<file path="src/rtl/univ_cnt_pkg.sv">
// univ_cnt_pkg: shared types and encodings for the universal range counter.
//   mode_t        : boundary behaviour, MODE_WRAP (0) / MODE_SAT (1)
//   MODE_*_ENC    : raw encodings, matching the software register map
//   bound_cfg_bad : helper, true when the programmed bounds are inverted (lo > hi)
package univ_cnt_pkg;

  localparam logic MODE_WRAP_ENC = 1'b0;
  localparam logic MODE_SAT_ENC  = 1'b1;

  typedef enum logic {
    MODE_WRAP = MODE_WRAP_ENC,
    MODE_SAT  = MODE_SAT_ENC
  } mode_t;

  // Inverted bounds disable counting; kept as a function so tools and top agree.
  function automatic logic bound_cfg_bad(input logic [31:0] lo, input logic [31:0] hi);
    return lo > hi;
  endfunction

endpackage

</file>
<file path="src/rtl/sat_event_counter.sv">
// sat_event_counter: W-bit saturating event counter with synchronous clear.
//   clk   in  clock, rising edge
//   reset in  synchronous active-high reset, count <= 0
//   clr   in  synchronous clear, count <= 0
//   inc   in  increment request; ignored once count is all-ones
//   count out registered count
module sat_event_counter #(
  parameter int unsigned W = 8
) (
  input  logic         clk,
  input  logic         reset,
  input  logic         clr,
  input  logic         inc,
  output logic [W-1:0] count
);

  always_ff @(posedge clk) begin
    if (reset || clr) begin
      count <= '0;
    end else if (inc && (count != {W{1'b1}})) begin
      count <= count + W'(1);
    end
  end

endmodule

</file>
<file path="src/rtl/univ_range_counter.sv">
// univ_range_counter: up/down counter with run-time bounds [lo,hi], programmable
// step and wrap/saturate behaviour on boundary hits.
// Optional feature macro: UNIV_CNT_EVT_COUNT_EN adds the evt_cnt output.
//   clk      in  clock, rising edge
//   reset    in  synchronous active-high reset (q=0, evt_tick=0)
//   syn_clr  in  synchronous clear, q <= lo
//   load     in  q <= d (not clamped to the range)
//   en       in  count enable
//   up       in  1 = count up, 0 = count down
//   mode     in  MODE_WRAP / MODE_SAT
//   step     in  increment/decrement amount
//   lo, hi   in  inclusive bounds
//   d        in  load value
//   q        out counter value (registered)
//   max_tick out comb, q == hi
//   min_tick out comb, q == lo
//   evt_tick out registered pulse, boundary hit on the previous cycle
//   evt_cnt  out (UNIV_CNT_EVT_COUNT_EN only) saturating count of evt_tick cycles
//   cfg_err  out comb, lo > hi
module univ_range_counter
  import univ_cnt_pkg::*;
#(
  parameter int unsigned N      = 8,
  parameter int unsigned STEP_W = 4
) (
  input  logic              clk,
  input  logic              reset,
  input  logic              syn_clr,
  input  logic              load,
  input  logic              en,
  input  logic              up,
  input  mode_t             mode,
  input  logic [STEP_W-1:0] step,
  input  logic [N-1:0]      lo,
  input  logic [N-1:0]      hi,
  input  logic [N-1:0]      d,
  output logic [N-1:0]      q,
  output logic              max_tick,
  output logic              min_tick,
  output logic              evt_tick,
`ifdef UNIV_CNT_EVT_COUNT_EN
  output logic [N-1:0]      evt_cnt,
`endif
  output logic              cfg_err
);

  // One extra bit so q+step and lo+step never alias back into range.
  localparam int unsigned W = N + 1;

  logic [W-1:0] q_x;
  logic [W-1:0] step_x;
  logic [W-1:0] lo_x;
  logic [W-1:0] hi_x;
  logic [W-1:0] sum_x;
  logic [W-1:0] floor_x;
  logic [N-1:0] q_next;
  logic         evt_next;

  assign q_x     = {1'b0, q};
  assign step_x  = W'(step);
  assign lo_x    = {1'b0, lo};
  assign hi_x    = {1'b0, hi};
  assign sum_x   = q_x + step_x;
  assign floor_x = lo_x + step_x;

  assign max_tick = (q == hi);
  assign min_tick = (q == lo);
  assign cfg_err  = bound_cfg_bad(32'(lo), 32'(hi));

  // Next-state: syn_clr > load > en; counting is suppressed by bad bounds or zero step.
  always_comb begin
    q_next   = q;
    evt_next = 1'b0;
    if (syn_clr) begin
      q_next = lo;
    end else if (load) begin
      q_next = d;
    end else if (en && !cfg_err && (step != '0)) begin
      if (up) begin
        if (sum_x <= hi_x) begin
          q_next = q + N'(step);
        end else begin
          evt_next = 1'b1;
          q_next   = (mode == MODE_SAT) ? hi : lo;
        end
      end else begin
        if (q_x >= floor_x) begin
          q_next = q - N'(step);
        end else begin
          evt_next = 1'b1;
          q_next   = (mode == MODE_SAT) ? lo : hi;
        end
      end
    end
  end

  always_ff @(posedge clk) begin
    if (reset) begin
      q        <= '0;
      evt_tick <= 1'b0;
    end else begin
      q        <= q_next;
      evt_tick <= evt_next;
    end
  end

`ifdef UNIV_CNT_EVT_COUNT_EN
  // Increment alongside evt_tick so evt_cnt tracks the number of evt_tick cycles.
  sat_event_counter #(
    .W(N)
  ) u_evt_cnt (
    .clk  (clk),
    .reset(reset),
    .clr  (syn_clr),
    .inc  (evt_next),
    .count(evt_cnt)
  );
`endif

endmodule

</file>
<file path="config.mk">
export PLATFORM = sky130hd
export DESIGN_NAME = univ_range_counter
export DESIGN_NICKNAME = d
export VERILOG_FILES = /design/src/rtl/univ_cnt_pkg.sv /design/src/rtl/sat_event_counter.sv /design/src/rtl/univ_range_counter.sv
export SDC_FILE = /design/constraint.sdc
export NUM_CORES = 1
export LEC_CHECK = 0
export CAP_MARGIN = 20
export CORE_ASPECT_RATIO = 1.2
export CORE_MARGIN = 10
export CORE_UTILIZATION = 58
export DETAILED_ROUTE_END_ITERATION = 8
export HOLD_SLACK_MARGIN = 0.05
export PLACE_DENSITY = 0.95
export SKIP_CTS_REPAIR_TIMING = 1
export SLEW_MARGIN = 20
export SYNTH_ARGS = -nofsm -noshare
export SYNTH_HDL_FRONTEND = slang
export SYNTH_SLANG_ARGS = --single-unit
</file>
<file path="constraint.sdc">
create_clock -name clk -period 6.4 [get_ports clk]
set_clock_uncertainty 0.05 [all_clocks]
set_input_delay 1.28 -clock clk [delete_from_list [all_inputs] [get_ports clk]]
set_output_delay 1.28 -clock clk [all_outputs]
set_load 0.05 [all_outputs]
</file>
==> results.md, run 1 <==
- Final count of hold timing violations: 0
- Crit path capture: cfg_err
- Iter 0 DRT Violations: 249
- MaxCap Viol Count: 0
- GPL Wtd Cong: 1.10
- CORE AREA: between 0.004 and 0.005 mm2
- Min Tclk post-route: between 5000 and 6000 ps
- Total CTS buffers: 3
- Crit path from: lo[4]
- Crit Reg-Reg Endpoint: q[1]
- All-layer global routing usage: 0.215
- Die H: ~91 um
- Wire per inst: 19.9 um
- Seq/Total Area, Yosys: 0.0733
- DIE AREA: 0.00725 mm2
- Synth cell types: 61
- Remaining DRCs: 0
- Pwr dens: roughly 150 mW/mm2
- Clock transition at the registers of the reported paths: about 50 ps
- Row count: 25
- Total number of H-tree levels: 1
- Die X: ~80 um
- Element type at the critical path end: output pin
- Area delta synth->final: 19.6%
- Clk Latency, worst-skew pair: around 230 ps
- Placed Area: 0.00290 mm2
- Lkg Pwr: 1.26 nW
- Crit start category: input pin
- Final period utilization: 0.794
- Slew Limit Fails: 0
- Ant. Diodes: 0
- Layout Nets: about 420
- DRT antenna net count: 0
- Via density: ~6.4
- Share of layout cells above drive strength 1: 0.0729
- First-pass GRT wire length: ~13 mm
- Post-synthesis instance area: around 0.0025 mm2
- Final WL: between 7 and 8 mm
- Achievable Freq: a little under 0.2 GHz
- Setup TNS: 0 ps
- Status: finished clean
- Cell count after synthesis: slightly above 300
- Root Driver: clkbuf_8
- Largest net degree at the start of global routing: 23
- # setup viols final: 0
- Unrepaired setup endpoints after global routing: no
- Ys Warns: 0
- Hold-critical path depth: 2
- RR Startpoint: q[0]
- Fin util: 0.734
- Critical path type: in2out
- Critical Path AT: about 3800 ps
- Post-synth ARST share: 0
- Top Ports: 47
- Num Clock Sinks: 9
- CTS Buffer Depth: 2
- Via count: 2542
- GRT Residual Overflow: 0
- Measured slew at the worst slew-check pin: ~890 ps
- Syn Area/Cell: 7.96 um2
- Flops & latches, synth: 9
- I/O Buffers: 46
- Critical path peak fanout: 9
- CTS tree: done
- Initial Util: 0.614
- R2r worst-path depth: 15
- Initial DRT Pass Iterations: 5
- Worst reg-to-reg setup slack: about 2500 ps
- Hold WC Path Type: reg2reg
- Worst endpoint required time: between 5000 and 6000 ps
- Antenna violations before repair: 0
- Predominant post-synthesis flop cell: dfxtp_1
- Vias in the first global route: ~2600
- Finished Cell Area: a little under 0.003 mm2
- Mapped Nets: approximately 380
- Final HPWL DP: approximately 6.4 mm
- Post-synth EDFFs: 0
- Max IR drop VDD: between 70 and 80 uV
- Slew HR: 0.404
## cell families after synthesis
logic type	synth area share
adders and majority gates	0.208
xor gates and xnor gates	0.114
DFF	0.0733
AOI/OAI and AO/OA	0.264
and+or+nand+nor	0.187
muxes	0.0789
buffers and inverters	0.0753
## cells in the mapped netlist, types with 3 or more instances
master,n,area (um2)
nand4_1,8,50.1
nand2_1,22,82.6
clkbuf_1,6,22.5
or3_1,3,18.8
a211oi_2,3,37.5
o21ai_0,19,95.1
nor2b_1,8,50.1
a21oi_1,17,85.1
buf_6,3,33.8
buf_2,3,15.0
mux2i_1,16,160
nand3_1,4,20.0
ha_1,36,450
mux2_2,3,33.8
dfxtp_1,9,180
fa_1,3,60.1
o21a_1,4,30.0
xor2_1,7,61.3
o311ai_0,3,26.3
o31a_1,4,35.0
nor2_1,13,48.8
o211ai_1,5,37.5
inv_1,25,93.8
and3_1,7,43.8
a21o_1,6,45.0
xnor2_1,25,219
nor3_1,4,20.0
a211oi_1,3,22.5
## cell type report
| class | count | area, um2 |
|---|---|---|
| repair buffers | 46 | 460 |
| flip-flops and latches | 9 | 180 |
| fillers | 325 | 1060 |
| well taps | 54 | 67.6 |
| clock buffers | 4 | 45.0 |
| inverters | 25 | 93.8 |
| multi-input cells | 259 | 2090 |
## routing by layer
layer | global-route usage | vias to the layer above | part of all wire
met4 | 0.0898 | 0 | 0.036
li1 | - | 1196 | -
met2 | 0.359 | 132 | 0.48
met5 | 0 | - | 0
met3 | 0.0385 | 26 | 0.078
met1 | 0.261 | 1188 | 0.41
## power by group
| group | internal (mW) | switching, mW | total, mW | leakage, nW |
|---|---|---|---|---|
| registers | 0.0612 | 0.0183 | 0.0795 | 0.0746 |
| logic | 0.132 | 0.166 | 0.297 | 1.16 |
| clock network | 0.0435 | 0.0233 | 0.0667 | 0.0228 |
| total | 0.236 | 0.207 | 0.444 | 1.26 |
## critical path, stage by stage
cell,delay (ps)
clkdlybuf4s50_1,640
ha_1,420
and3_1,180
o21ai_0,90
nand2_1,100
nand2_1,60
a21oi_1,140
clkdlybuf4s50_1,830
## worst min path at each step
stage / from / endpoint / slack, ps
finish: q[0] / q[0] / 650
global route: q[0] / q[0] / 700
CTS: q[2] / q[2] / 650
detailed placement: q[2] / q[2] / 640
global placement: q[0] / q[0] / 620
floorplan: q[2] / q[2] / 760
## placed cells by master, fill, tap and decap left out, types with 2 or more instances in the layout
| master | netlist | final |
|---|---|---|
| a211o_1 | 2 | 2 |
| nand4_1 | 8 | 8 |
| a21o_1 | 6 | 6 |
| a21oi_1 | 17 | 17 |
| o31a_1 | 4 | 4 |
| nor2_1 | 13 | 13 |
| or3_1 | 3 | 3 |
| nand2_1 | 22 | 22 |
| nand2b_1 | 2 | 2 |
| a211oi_1 | 3 | 3 |
| o21a_1 | 4 | 4 |
| nor3_1 | 4 | 4 |
| a21oi_2 | 2 | 2 |
| ha_1 | 36 | 36 |
| a211oi_2 | 3 | 3 |
| xor2_1 | 7 | 7 |
| a311oi_2 | 2 | 2 |
| dfxtp_1 | 9 | 9 |
| o211ai_1 | 5 | 5 |
| nor3b_2 | 2 | 2 |
| inv_1 | 25 | 25 |
| xnor2_1 | 25 | 25 |
| a22oi_1 | 2 | 2 |
| clkbuf_8 | 0 | 3 |
| nand3_1 | 4 | 4 |
| mux2i_1 | 16 | 16 |
| o21ai_0 | 19 | 19 |
| nor2b_1 | 8 | 8 |
| and3_1 | 7 | 7 |
| mux2_2 | 3 | 3 |
| fa_1 | 3 | 3 |
| clkdlybuf4s50_1 | 0 | 46 |
| o311ai_0 | 3 | 3 |
## sequential cells by signal, indices dropped and copies added (netlist names)
register,cells
evt_tick,1
q,8
## stage by stage
step                worst slack [ps]  total power [mW]  hold WS (ps)  cells
CTS                             1340             0.439           647    397
global placement                1210             0.366           621    393
finish                          1320             0.444           654    397
global route                    1160             0.475           704    397
detailed placement              1180             0.371           642    393
floorplan                       2240             0.286           755    309
No activity file was read; power rests on OpenSTA's default activity.
==> inputs of run 2 (changes only) <==
--- a/config.mk
+++ b/config.mk
@@ -8,10 +8,10 @@
 export CAP_MARGIN = 20
 export CORE_ASPECT_RATIO = 1.2
 export CORE_MARGIN = 10
-export CORE_UTILIZATION = 58
+export CORE_UTILIZATION = 54
 export DETAILED_ROUTE_END_ITERATION = 8
 export HOLD_SLACK_MARGIN = 0.05
-export PLACE_DENSITY = 0.95
+export PLACE_DENSITY = 0.93
 export SKIP_CTS_REPAIR_TIMING = 1
 export SLEW_MARGIN = 20
 export SYNTH_ARGS = -nofsm -noshare
==> constraint.sdc (replaced) <==
create_clock -name clk -period 5.1 [get_ports clk]
set_clock_uncertainty 0.05 [all_clocks]
set_input_delay 1.02 -clock clk [delete_from_list [all_inputs] [get_ports clk]]
set_output_delay 1.02 -clock clk [all_outputs]
set_load 0.05 [all_outputs]
==> results.md, run 2 (synthesized netlist as in run 1, its figures left out) <==
- Fillers: 346 (+6.5%)
- Crit path from: step[1]
- Status: finished clean
- RR Startpoint: q[2]
- # setup viols final: 0 (unchanged)
- CORE AREA: 0.00433 mm2 (+8.1%)
- P_int: 0.300 mW (+27%)
- Element type at the critical path end: flop
- Hold WC Path Type: reg2reg
- Critical path peak fanout: 5 (-4)
- Via count: 2592 (+2.0%)
- Min Tclk post-route: approximately 4800 ps
- Largest net degree at the start of global routing: 23 (unchanged)
- Worst reg-to-reg setup slack: 1240 ps (-1300 ps)
- Wire per inst: 19.9 um (-0.47%)
- Achievable Freq: 0.208 GHz
- Slew Limit Fails: 0 (unchanged)
- Layout Nets: 423 (+1.2%)
- P_sw: 0.265 mW (+28%)
- CTS Buffer Depth: 2 (unchanged)
- Ant. Diodes: 0 (unchanged)
- DRT antenna net count: 0 (unchanged)
- GRT Residual Overflow: 0 (unchanged)
- Crit Reg-Reg Endpoint: q[7]
- Most frequent cells in the layout: clkdlybuf4s50_1, ha_1, inv_1, xnor2_1, nand2_1
- Most common cell after layout, fill and taps aside: clkdlybuf4s50_1
- MaxCap Viol Count: 0 (unchanged)
- Initial DRT Pass Iterations: 6 (+1)
- Final count of hold timing violations: 0 (unchanged)
- Die H: 93.9 um (+2.8%)
- CTS tree: done
- Sequential Power Share: 0.174 (-0.005)
- Final hold slack: 620 ps (-33.4 ps)
- Clk Latency, worst-skew pair: 240 ps (about the same)
- Antenna violations before repair: 0 (unchanged)
- GPL Wtd Cong: 0.987 (-10%)
- Area delta synth->final: 21.2%
- Root Driver: clkbuf_8
- Final period utilization: 0.941
- I/O Buffers: 46 (unchanged)
- Combinational share of power: 0.670 (about the same)
- Max IR drop VDD: 86.3 uV (+16%)
- Critical path type: in2reg
- All-layer global routing usage: 0.209 (-0.00612)
- Multi-input combinational cell area: 0.00209 mm2 (unchanged)
- Die X: 81.6 um (+2.7%)
- Fin util: 0.689 (-0.0455)
- Remaining DRCs: 0 (unchanged)
- Measured slew at the worst slew-check pin: 985 ps (+93.0 ps)
- R2r worst-path depth: 13 (-2)
- DIE AREA: 0.00766 mm2 (+5.6%)
- Max reg flops: 8 (unchanged)
- Pwr dens: 189 mW/mm2 (+26%)
- Final WL: 8.02 mm (+1.3%)
- Num Clock Sinks: 9 (unchanged)
- Total CTS buffers: 3 (unchanged)
- Top flop regs: q (8), evt_tick (1)
- Final HPWL DP: 6.46 mm (+0.37%)
- Clock transition at the registers of the reported paths: 50 ps (about the same)
- Crit start category: input pin
- Iter 0 DRT Violations: 324 (+30%)
- Slew HR: 0.341 (-0.0622)
- Reg area: 180 um2 (unchanged)
- Share of layout cells above drive strength 1: 0.0862 (+0.0133)
- Via density: 6.42 (+0.20%)
- Power, Total: 0.565 mW (+27%)
- Most flops, register: q
- First-pass GRT wire length: 12.9 mm (+0.37%)
- Unrepaired setup endpoints after global routing: no
- Setup TNS: 0 ps (unchanged)
- Initial Util: 0.568 (-0.0458)
- Top Ports: 47 (unchanged)
- Worst endpoint required time: 5180 ps (+110 ps)
- Clock network power share: 0.156 (+0.006)
- Row count: 26 (+4.0%)
- Vias in the first global route: 2619 (+1.7%)
- Critical Path AT: 4880 ps (+1130 ps)
- Lkg Pwr: 1.29 nW (+1.9%)
- Crit path capture: q[7]
- Net Sw Frac: 0.469 (+0.00178)
- Total number of H-tree levels: 1 (unchanged)
run 2: cell types whose count changed in the layout (fill, tap and decap cells not counted), sizes merged:
cell | before | now
buf | 0 | 5
run 2: how the worst min path moves through the flow:
| stage | from | endpoint | slack, ps | cells past startpoint |
|---|---|---|---|---|
| after floorplan | q[2] | q[2] | 760 | 2 |
| after global placement | q[0] | q[0] | 590 | 2 |
| after detailed placement | q[0] | q[0] | 610 | 2 |
| after CTS | q[0] | q[0] | 620 | 2 |
| after global routing | q[0] | q[0] | 660 | 2 |
| final | q[0] | q[0] | 620 | 2 |
run 2: area by class of cell:
cell class                      count  area share
Sequential cell                     9      0.0605
Inverter                           25      0.0315
Multi-Input combinational cell    259       0.702
Timing Repair Buffer               51       0.167
Clock buffer                        4      0.0151
Tap cell                           56      0.0235
run 2: metrics by stage:
step / worst slack [ps] / cells / cell area (um2)
5_1_grt: 67.3 / 404 / 2980
3_3_place_gp: 225 / 400 / 2940
2_1_floorplan: 1200 / 309 / 2460
4_1_cts: 402 / 404 / 2980
6_report: 301 / 404 / 2980
3_5_place_dp: 154 / 400 / 2940
run 2: worst max-delay path, cell delays in order:
cell and delay, ps:
clkdlybuf4s50_1 600, inv_1 160, ha_1 350, nor3b_2 220, nor3_1 100, o311ai_0 490, nand2_1 110, ha_1 330
nand4_1 130, or2_1 260, a2bb2oi_1 380, nand4_1 170, a21oi_1 230, nor4_2 70, o221a_1 240
run 2: routing by layer:
metal | wire, um | vias up | track usage | share of wire
li1 | - | 1211 | - | -
met1 | 3200 | 1218 | 0.247 | 0.40
met2 | 3930 | 138 | 0.365 | 0.49
met3 | 640 | 25 | 0.0278 | 0.080
met4 | 252 | 0 | 0.0852 | 0.031
met5 | 0 | - | 0 | 0
run 2: power by group through the flow:
stage	clock (mW)	combinational, mW	sequential, mW
CTS	0.0891	0.372	0.0969
detailed placement	0	0.369	0.0983
finish	0.0881	0.378	0.0982
global route	0.0926	0.410	0.0985
floorplan	0	0.251	0.108
global placement	0	0.357	0.0976
==> inputs of run 3 (changes only) <==
--- a/config.mk
+++ b/config.mk
@@ -5,6 +5,7 @@
 export SDC_FILE = /design/constraint.sdc
 export NUM_CORES = 1
 export LEC_CHECK = 0
+export ABC_AREA = 1
 export CAP_MARGIN = 20
 export CORE_ASPECT_RATIO = 1.2
 export CORE_MARGIN = 10
==> results.md, run 3 <==
- Count leader, synth: nand2_1
- Critical path type: in2reg
- Row count: 26 (unchanged)
- Via count: 2837 (+9.5%)
- Min Tclk post-route: 4520 ps (-277 ps)
- CTS Buffer Depth: 2 (unchanged)
- Most common cell after layout, fill and taps aside: nand2_1
- GRT Residual Overflow: 0 (unchanged)
- CP top delay family: simple AND/OR/NAND/NOR gates
- Achievable Freq: 0.221 GHz (+6.1%)
- Layout Nets: 525 (+24%)
- Largest net degree at the start of global routing: 33 (+43%)
- Vias in the first global route: 2705 (+3.3%)
- Post-synth EDFFs: 0 (unchanged)
- Post-synth top cells: nand2_1, inv_1, nand3_1, ha_1
- Predominant post-synthesis flop cell: dfxtp_1
- Ordered list of cells on the worst path: clkdlybuf4s50_1 > inv_1 > fa_1 > or2_1 > nand2_1 > o21ai_2 > nor2_4 > xor2_1 > inv_1 > ha_1 > nand2_1 > nor2_1 > nand2_1 > nand3b_1 > nand2_1 > nand2_4 > nand2_1 > nand3_1 > nand3_1 > nand2_1 > a21oi_1
- Worst reg-to-reg setup slack: 1460 ps (+220 ps)
- CORE AREA: 0.00433 mm2 (unchanged)
- Die H: 93.8 um (-0.12%)
- Hold WC Path Type: reg2reg
- Status: finished clean
- Num Clock Sinks: 9 (unchanged)
- I/O Buffers: 46 (unchanged)
- Most flops, register: q
- Top flop regs: q (8), evt_tick (1)
- Total number of H-tree levels: 1 (unchanged)
- Pwr dens: 184 mW/mm2 (-2.8%)
- Setup TNS: 0 ps (unchanged)
- Max IR drop VDD: 75.8 uV (-12%)
- Fin util: 0.685 (-0.00434)
- Syn Area/Cell: 5.99 um2 (-25%)
- Synth cell types: 36 (-41%)
- CTS tree: done
- All-layer global routing usage: 0.203 (-0.00631)
- Share of layout cells above drive strength 1: 0.0378 (-0.0484)
- Total CTS buffers: 3 (unchanged)
- Final HPWL DP: 6.51 mm (+0.89%)
- Wire per inst: 15.2 um (-23%)
- Ant. Diodes: 0 (unchanged)
- Remaining DRCs: 0 (unchanged)
- Antenna violations before repair: 0 (unchanged)
- Initial Util: 0.567 (-0.00174)
- Clock transition at the registers of the reported paths: 40 ps (about the same)
- Via density: 5.61 (-13%)
- Post-synth ARST share: 0 (unchanged)
- DIE AREA: 0.00764 mm2 (-0.24%)
- Synth area leaders: ha_1, nand2_1, nand3_1, inv_1, dfxtp_1
- Element type at the critical path end: flop
- Top Ports: 47 (unchanged)
- Crit-path slowest cell: clkdlybuf4s50_1
- Iter 0 DRT Violations: 255 (-21%)
- MaxCap Viol Count: 0 (unchanged)
- Slew Limit Fails: 0 (unchanged)
- Root Driver: clkbuf_8
- Unrepaired setup endpoints after global routing: no
- DRT antenna net count: 0 (unchanged)
- Initial DRT Pass Iterations: 5 (-1)
- Seq/Total Area, Yosys: 0.0735 (+0.000224)
- Critical path peak fanout: 9 (+4)
- # setup viols final: 0 (unchanged)
- Final WL: 7.71 mm (-3.8%)
- Clk Latency, worst-skew pair: 230 ps (about the same)
- Lkg Pwr: 1.50 nW (+17%)
- Crit start category: input pin
- Flops & latches, synth: 9 (unchanged)
- Ys Warns: 0 (unchanged)
- Slew HR: 0.409 (+0.0672)
- Critical Path AT: 4580 ps (-300 ps)
- Area fraction of the dominant cell type after synthesis: 0.184 (+0.000561)
- Cell count after synthesis: 409 (+32%)
- Final count of hold timing violations: 0 (unchanged)
- Top cell by count, worst path: nand2_1
- Final period utilization: 0.887 (-0.0543)
- Post-synthesis instance area: 0.00245 mm2 (-0.31%)
- Most frequent cells in the layout: nand2_1, inv_1, clkdlybuf4s50_1, nand3_1, ha_1
- Max reg flops: 8 (unchanged)
- CP max stage delay: 590 ps (about the same)
- First-pass GRT wire length: 12.6 mm (-2.2%)
- Die X: 81.5 um (-0.12%)
- Mapped Nets: 483 (+26%)
- Area delta synth->final: 20.8%
- Worst endpoint required time: 5160 ps (-20 ps)
- CP bufs+invs: 3 (+1)
- GPL Wtd Cong: 0.988 (+0.10%)
- Measured slew at the worst slew-check pin: 884 ps (-100 ps)
- Post-synth top area cell: ha_1
## run 3: cell families (layout without fill, tap and decap cells)
| kind of cell | Yosys count | count (layout) | share of synthesized area |
|---|---|---|---|
| and+or+nand+nor | 202 | 202 | 0.362 |
| buffers and inverters | 70 | 111 | 0.125 |
| AOI/OAI and AO/OA | 67 | 67 | 0.153 |
| adders and majority gates | 39 | 39 | 0.208 |
| xor gates and xnor gates | 22 | 22 | 0.0786 |
| DFF | 9 | 9 | 0.0735 |
## run 3: worst paths after layout
kind	cells after the start	to	from
worst max-delay path	21	q[2]	step[1]
worst min-delay path	2	q[0]	q[0]
worst max register to register	20	q[2]	q[1]
worst min register to register	2	q[0]	q[0]
## run 3: through the flow
step                      worst slack (ps)  instances  power, mW  hold WS (ps)  area (um2)
after detailed placement               396        502      0.455           597        2920
final                                  578        506      0.545           612        2960
after global placement                 438        502      0.444           606        2920
after CTS                              628        506      0.541           605        2960
after global routing                   277        506      0.592           658        2960
after floorplan                        286        409      0.347           771        2450
## run 3: routing by layer
metal | wire length [um] | share of wire | track usage | vias up
met3 | 687 | 0.089 | 0.0220 | 14
li1 | - | - | - | 1424
met1 | 3110 | 0.40 | 0.253 | 1265
met5 | 0 | 0 | 0 | -
met2 | 3770 | 0.49 | 0.350 | 134
met4 | 153 | 0.020 | 0.0621 | 0
## run 3: report_power, final
group	internal, mW	leakage (nW)	switching (mW)
logic	0.143	1.40	0.223
clock network	0.0545	0.0228	0.0287
registers	0.0773	0.0748	0.0192
total	0.274	1.50	0.271
## run 3: worst min-delay path, stage by stage, from the launching register on
cell and delay [ps]:
dfxtp_1 380, o21ai_0 180, a21oi_1 50
## run 3: final cells by class
class | instances | area (um2)
flip-flops and latches | 9 | 180
repair buffers | 49 | 483
fillers | 399 | 1370
well taps | 56 | 70.1
multi-input cells | 330 | 1970
inverters | 58 | 218
clock buffers | 4 | 45.0
